--- src/rtl/axi_store_buffer.sv ---
// Posted-write store buffer: queues aligned stores and retires them in order as single-beat AXI writes.
// Accept-to-AWVALID is 2 cycles, one transaction outstanding; st_ready drops only when the FIFO is full.
module axi_store_buffer #(
  parameter int         DEPTH  = 4,
  parameter logic [3:0] AXI_ID = 4'd0
) (
  input  logic        clk,
  input  logic        rst,
  input  logic        st_valid,
  output logic        st_ready,
  input  logic [31:0] st_addr,
  input  logic [31:0] st_data,
  input  logic [3:0]  st_strb,
  output logic [3:0]  AWID,
  output logic [31:0] AWADDR,
  output logic [3:0]  AWLEN,
  output logic [2:0]  AWSIZE,
  output logic [1:0]  AWBURST,
  output logic        AWVALID,
  input  logic        AWREADY,
  output logic [31:0] WDATA,
  output logic [3:0]  WSTRB,
  output logic        WLAST,
  output logic        WVALID,
  input  logic        WREADY,
  input  logic [3:0]  BID,
  input  logic [1:0]  BRESP,
  input  logic        BVALID,
  output logic        BREADY,
  output logic        sb_empty,
  output logic        sb_err
);
  localparam int PW = $clog2(DEPTH);
  localparam logic [PW:0] FULL_CNT = DEPTH[PW:0];

  typedef enum logic [1:0] {IDLE, SEND, RESP} state_t;
  state_t state, next_state;

  logic [29:0]   addr_mem [DEPTH];
  logic [31:0]   data_mem [DEPTH];
  logic [3:0]    strb_mem [DEPTH];
  logic [PW-1:0] wr_ptr, rd_ptr;
  logic [PW:0]   count;
  logic          aw_done, w_done;
  logic          push, pop, fifo_empty;
  logic          unused_ok;

  // st_ready looks only at the registered count, so a full buffer stalls even on a pop cycle.
  assign fifo_empty = (count == '0);
  assign st_ready   = (count != FULL_CNT);
  assign push       = st_valid && st_ready && (st_strb != 4'b0000);
  assign pop        = (state == RESP) && BVALID;
  assign unused_ok  = ^{BID, st_addr[1:0]};

  assign AWID     = AXI_ID;
  assign AWADDR   = {addr_mem[rd_ptr], 2'b00};
  assign AWLEN    = 4'd0;
  assign AWSIZE   = 3'b010;
  assign AWBURST  = 2'b01;
  assign WDATA    = data_mem[rd_ptr];
  assign WSTRB    = strb_mem[rd_ptr];
  assign WLAST    = 1'b1;
  assign sb_empty = fifo_empty && (state == IDLE);

  always_ff @(posedge clk) begin
    if (push) begin
      addr_mem[wr_ptr] <= st_addr[31:2];
      data_mem[wr_ptr] <= st_data;
      strb_mem[wr_ptr] <= st_strb;
    end
  end

  // DEPTH is a power of two, so pointers wrap naturally at their width.
  always_ff @(posedge clk) begin
    if (rst) begin
      wr_ptr <= '0;
      rd_ptr <= '0;
      count  <= '0;
    end else begin
      if (push) wr_ptr <= wr_ptr + 1'b1;
      if (pop)  rd_ptr <= rd_ptr + 1'b1;
      case ({push, pop})
        2'b10:   count <= count + 1'b1;
        2'b01:   count <= count - 1'b1;
        default: ;
      endcase
    end
  end

  always_comb begin
    next_state = state;
    AWVALID    = 1'b0;
    WVALID     = 1'b0;
    BREADY     = 1'b0;
    case (state)
      IDLE: if (!fifo_empty) next_state = SEND;
      SEND: begin
        AWVALID = !aw_done;
        WVALID  = !w_done;
        if ((aw_done || AWREADY) && (w_done || WREADY)) next_state = RESP;
      end
      RESP: begin
        BREADY = 1'b1;
        if (BVALID) next_state = IDLE;
      end
      default: next_state = IDLE;
    endcase
  end

  always_ff @(posedge clk) begin
    if (rst) begin
      state   <= IDLE;
      aw_done <= 1'b0;
      w_done  <= 1'b0;
      sb_err  <= 1'b0;
    end else begin
      state <= next_state;
      if (state == IDLE && !fifo_empty) begin
        aw_done <= 1'b0;
        w_done  <= 1'b0;
      end else if (state == SEND) begin
        if (AWVALID && AWREADY) aw_done <= 1'b1;
        if (WVALID && WREADY)   w_done  <= 1'b1;
      end
      if (pop && BRESP != 2'b00) sb_err <= 1'b1;
    end
  end
endmodule

--- config.mk ---
export PLATFORM = sky130hd
export DESIGN_NAME = axi_store_buffer
export DESIGN_NICKNAME = d
export VERILOG_FILES = /design/src/rtl/axi_store_buffer.sv
export SDC_FILE = /design/constraint.sdc
export NUM_CORES = 1
export LEC_CHECK = 0
export BUFFER_PORTS_ARGS = -buffer_cell sky130_fd_sc_hd__buf_2
export CAP_MARGIN = 20
export CORE_AREA = 2 2 155 157
export DETAILED_ROUTE_END_ITERATION = 8
export DIE_AREA = 0 0 157 159
export HOLD_SLACK_MARGIN = 0.05
export PLACE_DENSITY = 0.68
export SLEW_MARGIN = 0
export SYNTH_ARGS = -nofsm -noshare
export SYNTH_HDL_FRONTEND = slang
export SYNTH_SLANG_ARGS = --single-unit
--- constraint.sdc ---
create_clock -name clk -period 3.25 [get_ports clk]
set_input_delay 0.65 -clock clk [delete_from_list [all_inputs] [get_ports clk]]
set_output_delay 0.65 -clock clk [all_outputs]
set_load 0.1 [all_outputs]
# Word level (Yosys, flattened, before mapping)
# Memory sizes are Yosys's and may differ from the RTL's. A register that Yosys moved wholly into a read port is not among the register bits.
# Cells that the tools add are included.
# Widths: inputs -> output; s select.
dict set report totals {
  inputBits 80
  ram_bits 264
  word_cells 61
  memories 3
  reg_bits 12
  output_inout_bits 88
}
# name words width rd rd_clocked_by_memory_dff write_ports line
set mem_list {}
lappend mem_list {data_mem 4 32 1 1 1 40} ;# logic [31:0] data_mem [DEPTH];
lappend mem_list {addr_mem 4 30 1 1 1 39} ;# logic [29:0] addr_mem [DEPTH];
lappend mem_list {strb_mem 4 4 1 1 1 41} ;# logic [3:0] strb_mem [DEPTH];
dict set report op_classes {
  n_addsub 4
  eq_ne 8
  reduce_logical 23
  n_mux 16
}
# operator count
set ops {}
lappend ops {{$mux 2} 9}
lappend ops {{$logic_and 1x1->1} 9}
lappend ops {{$ne 2x2->1 const B} 3}
lappend ops {{$pmux 2 s3} 1}
lappend ops {{$pmux 3 s2} 1}
lappend ops {{$mux 1} 5}
lappend ops {{$add 2x1->2 const B} 2}
lappend ops {{$eq 2x1->1 const B} 2}
lappend ops {{$eq 2x2->1 const B} 2}
lappend ops {{$reduce_and 2->1} 2}
lappend ops {{$reduce_bool 2->1} 2}
lappend ops {{$reduce_bool 4->1} 1}
lappend ops {{$add 3x1->3 const B} 1}
lappend ops {{$logic_not 1->1} 3}
lappend ops {{$logic_not 3->1} 1}
lappend ops {{$ne 3x3->1 const B} 1}
lappend ops {{$reduce_and 3->1} 1}
lappend ops {{$sub 3x1->3 const B} 1}
lappend ops {{$logic_not 2->1} 1}
lappend ops {{$logic_or 1x1->1} 2}
lappend ops {{$reduce_or 2->1} 1}

# Longest topological paths before layout
# Gate-level depths: netlist of the first run.
dict set report logic_depth {
  ltp_word 5
  mapped_depth 10
  depth_no_buf 9
}

# Least setup slack after synthesis of the first run
# No wires, ideal clock.
dict set report synth_path {
  path_type {reg-to-output}
  from {register count[0]}
  to {output sb_empty}
  n_path_buf 0
  slack_ps -186
  required_time_ps 2600
  stages_incl_launch_ff 3
  t_arrival_ps 2786
  path_cell_list {dfxtp_1 -> nor3_1 -> nor3b_1}
}
dict set report synth_via {
  elab_chain_cells 2
}
# element line
set synth_lines {}
lappend synth_lines {{start: declaration} 43} ;# logic [PW:0] count;
lappend synth_lines {{start signal: assignment} 83} ;# 2'b10: count <= count + 1'b1;
lappend synth_lines {{start signal: assignment} 84} ;# 2'b01: count <= count - 1'b1;
lappend synth_lines {{$logic_not 3->1} 49} ;# assign fifo_empty = (count == '0);
lappend synth_lines {{$logic_and 1x1->1} 63} ;# assign sb_empty = fifo_empty && (state == IDLE);
lappend synth_lines {{end: declaration} 30} ;# output logic sb_empty,
# No other way between the ends.

==> results of run 1 <==
==> cell usage after synthesis (2+ instances only) <==
| master | count | share of area (%) |
|---|---|---|
| clkbuf_1 | 4 | 0.15 |
| nor2_1 | 11 | 0.40 |
| edfxtp_1 | 264 | 77 |
| nor2b_1 | 3 | 0.18 |
| and2_2 | 4 | 0.29 |
| inv_1 | 8 | 0.29 |
| xor2_1 | 3 | 0.25 |
| ha_1 | 5 | 0.61 |
| a21oi_1 | 5 | 0.24 |
| nand2b_1 | 3 | 0.18 |
| buf_2 | 7 | 0.34 |
| mux4_2 | 66 | 14 |
| o21ai_0 | 6 | 0.29 |
| buf_1 | 4 | 0.15 |
| buf_4 | 17 | 1.2 |
| nor3_1 | 2 | 0.097 |
| conb_1 | 2 | 0.073 |
| dfxtp_1 | 14 | 2.7 |
==> state kept, by name, summed over array words and instances, names as in the netlist, named ones only <==
| name | cells |
|---|---|
| strb_mem | 16 |
| count | 3 |
| aw_done | 1 |
| rd_ptr | 2 |
| w_done | 1 |
| state | 2 |
| data_mem | 128 |
| wr_ptr | 2 |
| sb_err | 1 |
| addr_mem | 120 |
==> worst max-delay path: cells and delay by family, from the launching register on <==
family / cells / cell delay (ns)
DFF: 1 / 0.58
buffers and inverters: 2 / 0.61
muxes: 1 / 0.56
==> final timing paths <==
| kind | to | slack, ns | cells after the start |
|---|---|---|---|
| min reg2reg | sb_err | 0.45 | 2 |
| max | AWADDR[27] | 0.29 | 3 |
| min | addr_mem[3][3] | 0.33 | 1 |
| max reg2reg | count[2] | 0.70 | 9 |
==> logic make-up (layout without fill, tap and decap cells) <==
| kind of cell | Yosys count | after routing |
|---|---|---|
| AOI/OAI and AO/OA | 14 | 14 |
| xor gates and xnor gates | 4 | 4 |
| adders and majority gates | 6 | 6 |
| buffers and inverters | 41 | 218 |
| DFF | 278 | 278 |
| muxes | 68 | 68 |
| other | 2 | 17 |
| and+or+nand+nor | 30 | 30 |
==> metrics by stage <==
step | util (%) | hold slack, ns
after floorplan | - | 0.4770
after global placement | 49.51 | 0.4327
after detailed placement | 49.51 | 0.4447
after CTS | 54.14 | 0.3123
after global routing | 54.14 | 0.3144
final | 54.15 | 0.3339
==> power by group <==
group | internal, mW | switching [mW] | leakage (nW) | total (mW)
registers | 4.10 | 0.0527 | 2.54 | 4.16
logic | 0.227 | 0.955 | 1.22 | 1.18
clock network | 2.32 | 1.29 | 0.514 | 3.60
==> layer usage <==
layer | GRT usage [%] | share of wire, % | up-vias
met5 | 0 | 0 | -
met4 | 3.795 | 1.8 | 0
met3 | 3.457 | 6.7 | 31
met2 | 25.76 | 50 | 155
met1 | 19.66 | 42 | 2524
li1 | - | - | 2145
==> layout make-up <==
| type | count | share of cell area [%] |
|---|---|---|
| Antenna cell | 1 | 0.01992 |
| Clock buffer | 34 | 6.087 |
| Clock inverter | 18 | 2.461 |
| Inverter | 8 | 0.2391 |
| Multi-Input combinational cell | 138 | 15.55 |
| Sequential cell | 278 | 65.41 |
| Tap cell | 319 | 3.178 |
| Timing Repair Buffer | 158 | 7.053 |
==> placed cells by master (no fill, tap or decap), drive strengths merged <==
cell type    n
conb        16
nand2b       3
o41ai        1
buf        158
nor3         2
edfxtp     264
clkbuf      34
fa           1
and3         1
or3          1
inv          9
and2         4
clkinvlp     3
xor2         3
and3b        1
a21oi        5
nor2b        3
nand4b       1
nor2        11
or3b         1
or4          1
mux2         1
mux2i        1
dfxtp       14
o21ai        6
diode        1
mux4        66
o221ai       1
a2bb2oi      1
clkinv       6
ha           5
bufinv       8
nor3b        1
xnor2        1
==> results.yml, run 1 <==
outcome:
  outcome: "completed"
clock_network:
  cts_root_buffer: "clkbuf_16"
  path_clk_slew_ns: 0.06
  cts.sinks: 278
  cts_setup_buffers: 0
  tritoncts: "yes"
  cts_max_path_buffers: 3
  htree_num_levels: 1
  clock_latency_ns: 0.53
  cts_inserted_buffers: 28
  ctsResizeCount: 0
  cts-hold-fix-buffers: 0
floorplanning:
  dieArea_um2: 24960
  fp-row-count: 56
  ioPinCount: 168
  die_width_um: 157
  die_h_um: 159
  coreArea_um2: 23190
  start_util_pct: 44.55
synth:
  synth-seq-area-share_pct: 79.44
  ys_ff_latch: 278
  syn_area_um2: 10330
  synthAdderAreaFrac_pct: 0.7992
  synth_edf_count: 264
  synthMuxAreaShare_pct: 14.63
  avgSynthCellArea_um2: 23.32
  synth_top_family_by_area: "multiplexers"
  async_reset_ff_share_pct: 0
  ys.warnings.count: 0
  synth_cell_types: 33
  synth-xor-area-share_pct: 0.3391
  syn_inst: 443
  synth-main-ff-cell: "edfxtp_1"
  synth_compound_area_share_pct: 0.7871
  yosys.area_share.simple_pct: 1.671
route:
  vias_per_cell: 5.089
  routed_wl_mm: 18.79
  drt_iter0_drc: 296
  antenna_left: 0
  wl_per_cell_um: 19.69
  drt_pre_antenna_iters: 4
  drcViolationCount: 0
  routed-via-count: 4855
timing:
  tns_ns: 0
  slew_viol_final: 0
  period_minus_slack_ns: 2.963
  finalSetupViolCount: 0
  worst_slew_pin_slew_ns: 0.5948
  rsz0062_at_grt: "no"
  final.setup.worst_slack_ns: 0.2875
  clock_skew_ns: 0.01464
  relSlewSlack_pct: 60.34
  finalHoldViolations: 0
  period_share_pct: 91.15
  max_freq_mhz: 337.6
cells_and_area:
  layout-drive-gt1-share_pct: 44.01
  multiInputGateArea_um2: 1953
  fin_cells: 954
  syn_to_final_growth_pct: 21.55
  register_area_um2: 8215
  fin_area_um2: 12560
  fillerInstances: 1774
  final_nets: 698
critical_path:
  cp.arrival_ns: 2.31
  worstPathCellList: "buf_12, mux4_2, buf_2"
  crit_fanout: 29
  critPathRequiredTime_ns: 2.60
  r2r_start: "count[2]"
  cpPeakStageDelay_ns: 0.58
  worstSetupPathType: "flip-flop to output pin"
  slowest_stage: "dfxtp_4"
  crit_path_start_kind: "flip-flop"
  cp-end-kind: "output pin"
grt:
  grt_max_degree: 39
  grt_pass1_wl_mm: 28.98
  grt_remaining_overflow: 0
  grt_usage_pct: 15.09
  grt_pass1_vias: 5233
  antenna_found_initial: 1
min_path:
  min_from: "st_addr[5]"
  min_path_type: "input port to flip-flop"
place:
  placed_cells: 901
  hpwl_mm: 11.70
  placed_area_um2: 11480
  pre_cts_slack_ns: 0.1795
  io_buffers: 145
  gp_congestion: 0.7194
power:
  p_leak_nw: 4.272
  p_total_mw: 8.943
  power_density_nw_per_um2: 712.0
  ir_worst_vdd_uv: 408.7
flow_run:
  drv_cap: 0
Note: power is estimated with default switching activity, not from simulation.
==> run 2, diff against run 1 <==
Settings changed: ABC_AREA from default to 1, CORE_AREA 2 2 155 157 to 2 2 162 164, DIE_AREA 0 0 157 159 to 0 0 164 166, PLACE_DENSITY 0.68 to 0.67.
==> run 2 against run 1 <==
  * Utilization rose by 1.1 points
  * Setup slack got worse by 0.033 ns
  * Via count rose by 33%
  * Clock skew fell by 0.0058 ns
  * Wire length rose by 18%
  * Sequential power barely moved
==> results.yml, run 2 <==
critical_path:
  critPathRequiredTime_ns: 2.60
  worstSetupPathType: "flip-flop to output pin"
  cp-end-kind: "output pin"
  crit_path_start_kind: "flip-flop"
  reg2reg_to: "count[2]"
  r2r_cells: 12
  worstPathCellList: "inv_6, buf_4, nor2_1, o22ai_1, buf_12"
  cpPeakStageDelay_ns: 0.45
  r2r_start: "count[0]"
  crit_fanout: 43
  slowest_stage: "dfxtp_4"
  cp.arrival_ns: 2.35
  reg2reg_slack_ns: 1.13
  cp_num_buf_inv: 3
  cpLargestDelayFamily: "buffers and inverters"
timing:
  clock_skew_ns: 0.008817
  period_share_pct: 92.16
  period_minus_slack_ns: 2.995
  tns_ns: 0
  hold_ws_ns: 0.3338
  slew_viol_final: 0
  relSlewSlack_pct: 61.36
  finalHoldViolations: 0
  finalSetupViolCount: 0
  worst_slew_pin_slew_ns: 0.5796
  rsz0062_at_grt: "no"
  final.setup.worst_slack_ns: 0.2548
  max_freq_mhz: 333.9
power:
  ir_worst_vdd_uv: 534.2
  clkPwrFrac_pct: 30.2
  swShare_pct: 32.81
  p_int_mw: 6.727
  p_seq_share_pct: 41.9
  p_switching_mw: 3.286
  power_density_nw_per_um2: 707.6
  p_leak_nw: 4.971
  combPwrFrac_pct: 28.0
cells_and_area:
  layout-drive-gt1-share_pct: 32.15
  top_regs: "data_mem (128), addr_mem (120), strb_mem (16)"
  fin_cells: 1268
  antenna_cells: 0
  multiInputGateArea_um2: 2590
  top_register: "data_mem"
  fin_util_pct: 55.24
  final_common_cell: "edfxtp_1"
  fillerInstances: 2009
  syn_to_final_growth_pct: 25.96
  final_nets: 997
  final_cell_mix: "edfxtp_1 (264), o21ai_0 (123), nor2_1 (96)"
  register_area_um2: 8213
  largest_register_ffs: 128
synth:
  synth_cell_types: 29
  synth_top_area_share_pct: 70.56
  synth_edf_count: 264
  synth-main-ff-cell: "edfxtp_1"
  async_reset_ff_share_pct: 0
  avgSynthCellArea_um2: 14.76
  yosysMostFrequentCell: "edfxtp_1"
  synth_common_cells: "edfxtp_1 (264), o21ai_0 (123), nor2_1 (101), nor2_4 (40), o22ai_2 (40)"
  syn_area_um2: 11230
  ys.warnings.count: 0
  syn_inst: 761
  synth-seq-area-share_pct: 73.06
  ys_ff_latch: 278
  yosysTopAreaCell: "edfxtp_1"
  netlist_top_cells_area: "edfxtp_1 (71%), o21ai_0 (5.5%), o22ai_2 (4.5%)"
grt:
  grt_usage_pct: 16.18
  grt_pass1_wl_mm: 34.36
  grt_remaining_overflow: 0
  grt_pass1_vias: 6438
  antenna_found_initial: 1
  grt_max_degree: 107
floorplanning:
  coreArea_um2: 25620
  start_util_pct: 43.86
  dieArea_um2: 27220
  ioPinCount: 168
  die_width_um: 164
  die_h_um: 166
  fp-row-count: 59
min_path:
  min_path_cells: 1
  min_from: "st_addr[12]"
  hold_path_end: "addr_mem[1][10]"
  min_path_type: "input port to flip-flop"
route:
  vias_per_cell: 5.080
  routed-via-count: 6442
  antenna_left: 0
  drcViolationCount: 0
  drt_iter0_drc: 319
  wl_per_cell_um: 17.44
  drt_pre_antenna_iters: 4
  routed_wl_mm: 22.11
place:
  gp_congestion: 0.7099
  io_buffers: 145
  hpwl_mm: 12.59
  placed_cells: 1216
  pre_cts_slack_ns: 0.7648
clock_network:
  tritoncts: "yes"
  cts_max_path_buffers: 3
  cts.sinks: 278
  clock_latency_ns: 0.53
  cts_root_buffer: "clkbuf_16"
  cts-hold-fix-buffers: 0
  ctsResizeCount: 0
  htree_num_levels: 1
  cts_inserted_buffers: 28
  cts_setup_buffers: 0
  path_clk_slew_ns: 0.06
flow_run:
  drv_cap: 0
outcome:
  outcome: "completed"
## run 2: changes by cell type after synthesis, sizes merged, moves of 3 or more
cell    before  now
buf         29   36
o22ai        0   66
clkbuf       4   22
a21oi        5    8
and2         4    0
nor2        11  147
nand3        0    6
o21ai        6  138
nand2b       3    0
inv          8   28
nand2        0   17
nand4        0    3
mux4        66    0
nor2b        3    0
## run 2: kinds of logic (layout without fill, tap and decap cells)
group,Yosys count,after routing,share of synthesized area (%)
compound gates,212,212,12.54
fa+ha+maj,6,6,0.7351
flops,278,278,73.06
xor+xnor,1,1,0.07797
buf+inv,86,244,4.644
other cells,2,16,0.06685
simple gates,176,176,8.876
## run 2: area by class of cell
class	count	share of cell area (%)
Timing Repair Buffer	164	13.76
Sequential cell	278	58.04
Clock buffer	38	5.367
Inverter	28	0.7781
Clock inverter	14	0.7958
Tap cell	335	2.962
Multi-Input combinational cell	411	18.30
## run 2: how the worst max path moves through the flow
stage | end | from | slack, ns | cells after the start
3_5_place_dp | count[2] | st_strb[1] | 0.76 | 13
2_1_floorplan | addr_mem[0][0] | count[1] | -0.50 | 4
3_3_place_gp | AWADDR[27] | flip-flop | 0.77 | 5
6_report | AWADDR[28] | flip-flop | 0.25 | 5
5_1_grt | AWADDR[21] | flip-flop | 0.08 | 5
4_1_cts | AWADDR[21] | flip-flop | 0.21 | 5
## run 2: routing by layer
metal | global-route usage, % | share of wire, % | vias up
li1 | - | - | 3069
met1 | 20.79 | 43 | 3198
met2 | 28.68 | 51 | 142
met3 | 2.797 | 4.6 | 31
met4 | 3.547 | 1.4 | 2
met5 | 0 | 0.059 | -
## run 2: power by group through the flow
| stage | clock network (mW) | registers [mW] | logic, mW |
|---|---|---|---|
| 6_report | 3.02 | 4.19 | 2.80 |
| 5_1_grt | 3.22 | 4.21 | 2.92 |
| 4_1_cts | 3.09 | 4.20 | 2.83 |
| 3_5_place_dp | 0 | 4.27 | 2.82 |
| 3_3_place_gp | 0 | 4.27 | 2.80 |
| 2_1_floorplan | 0 | 4.26 | 1.93 |
## run 2: through the flow
step | instance area (um^2) | total power, mW
6_report | 14150 | 10.01
5_1_grt | 14150 | 10.35
3_5_place_dp | 13280 | 7.092
3_3_place_gp | 13280 | 7.070
4_1_cts | 14150 | 10.11
2_1_floorplan | 11300 | 6.190
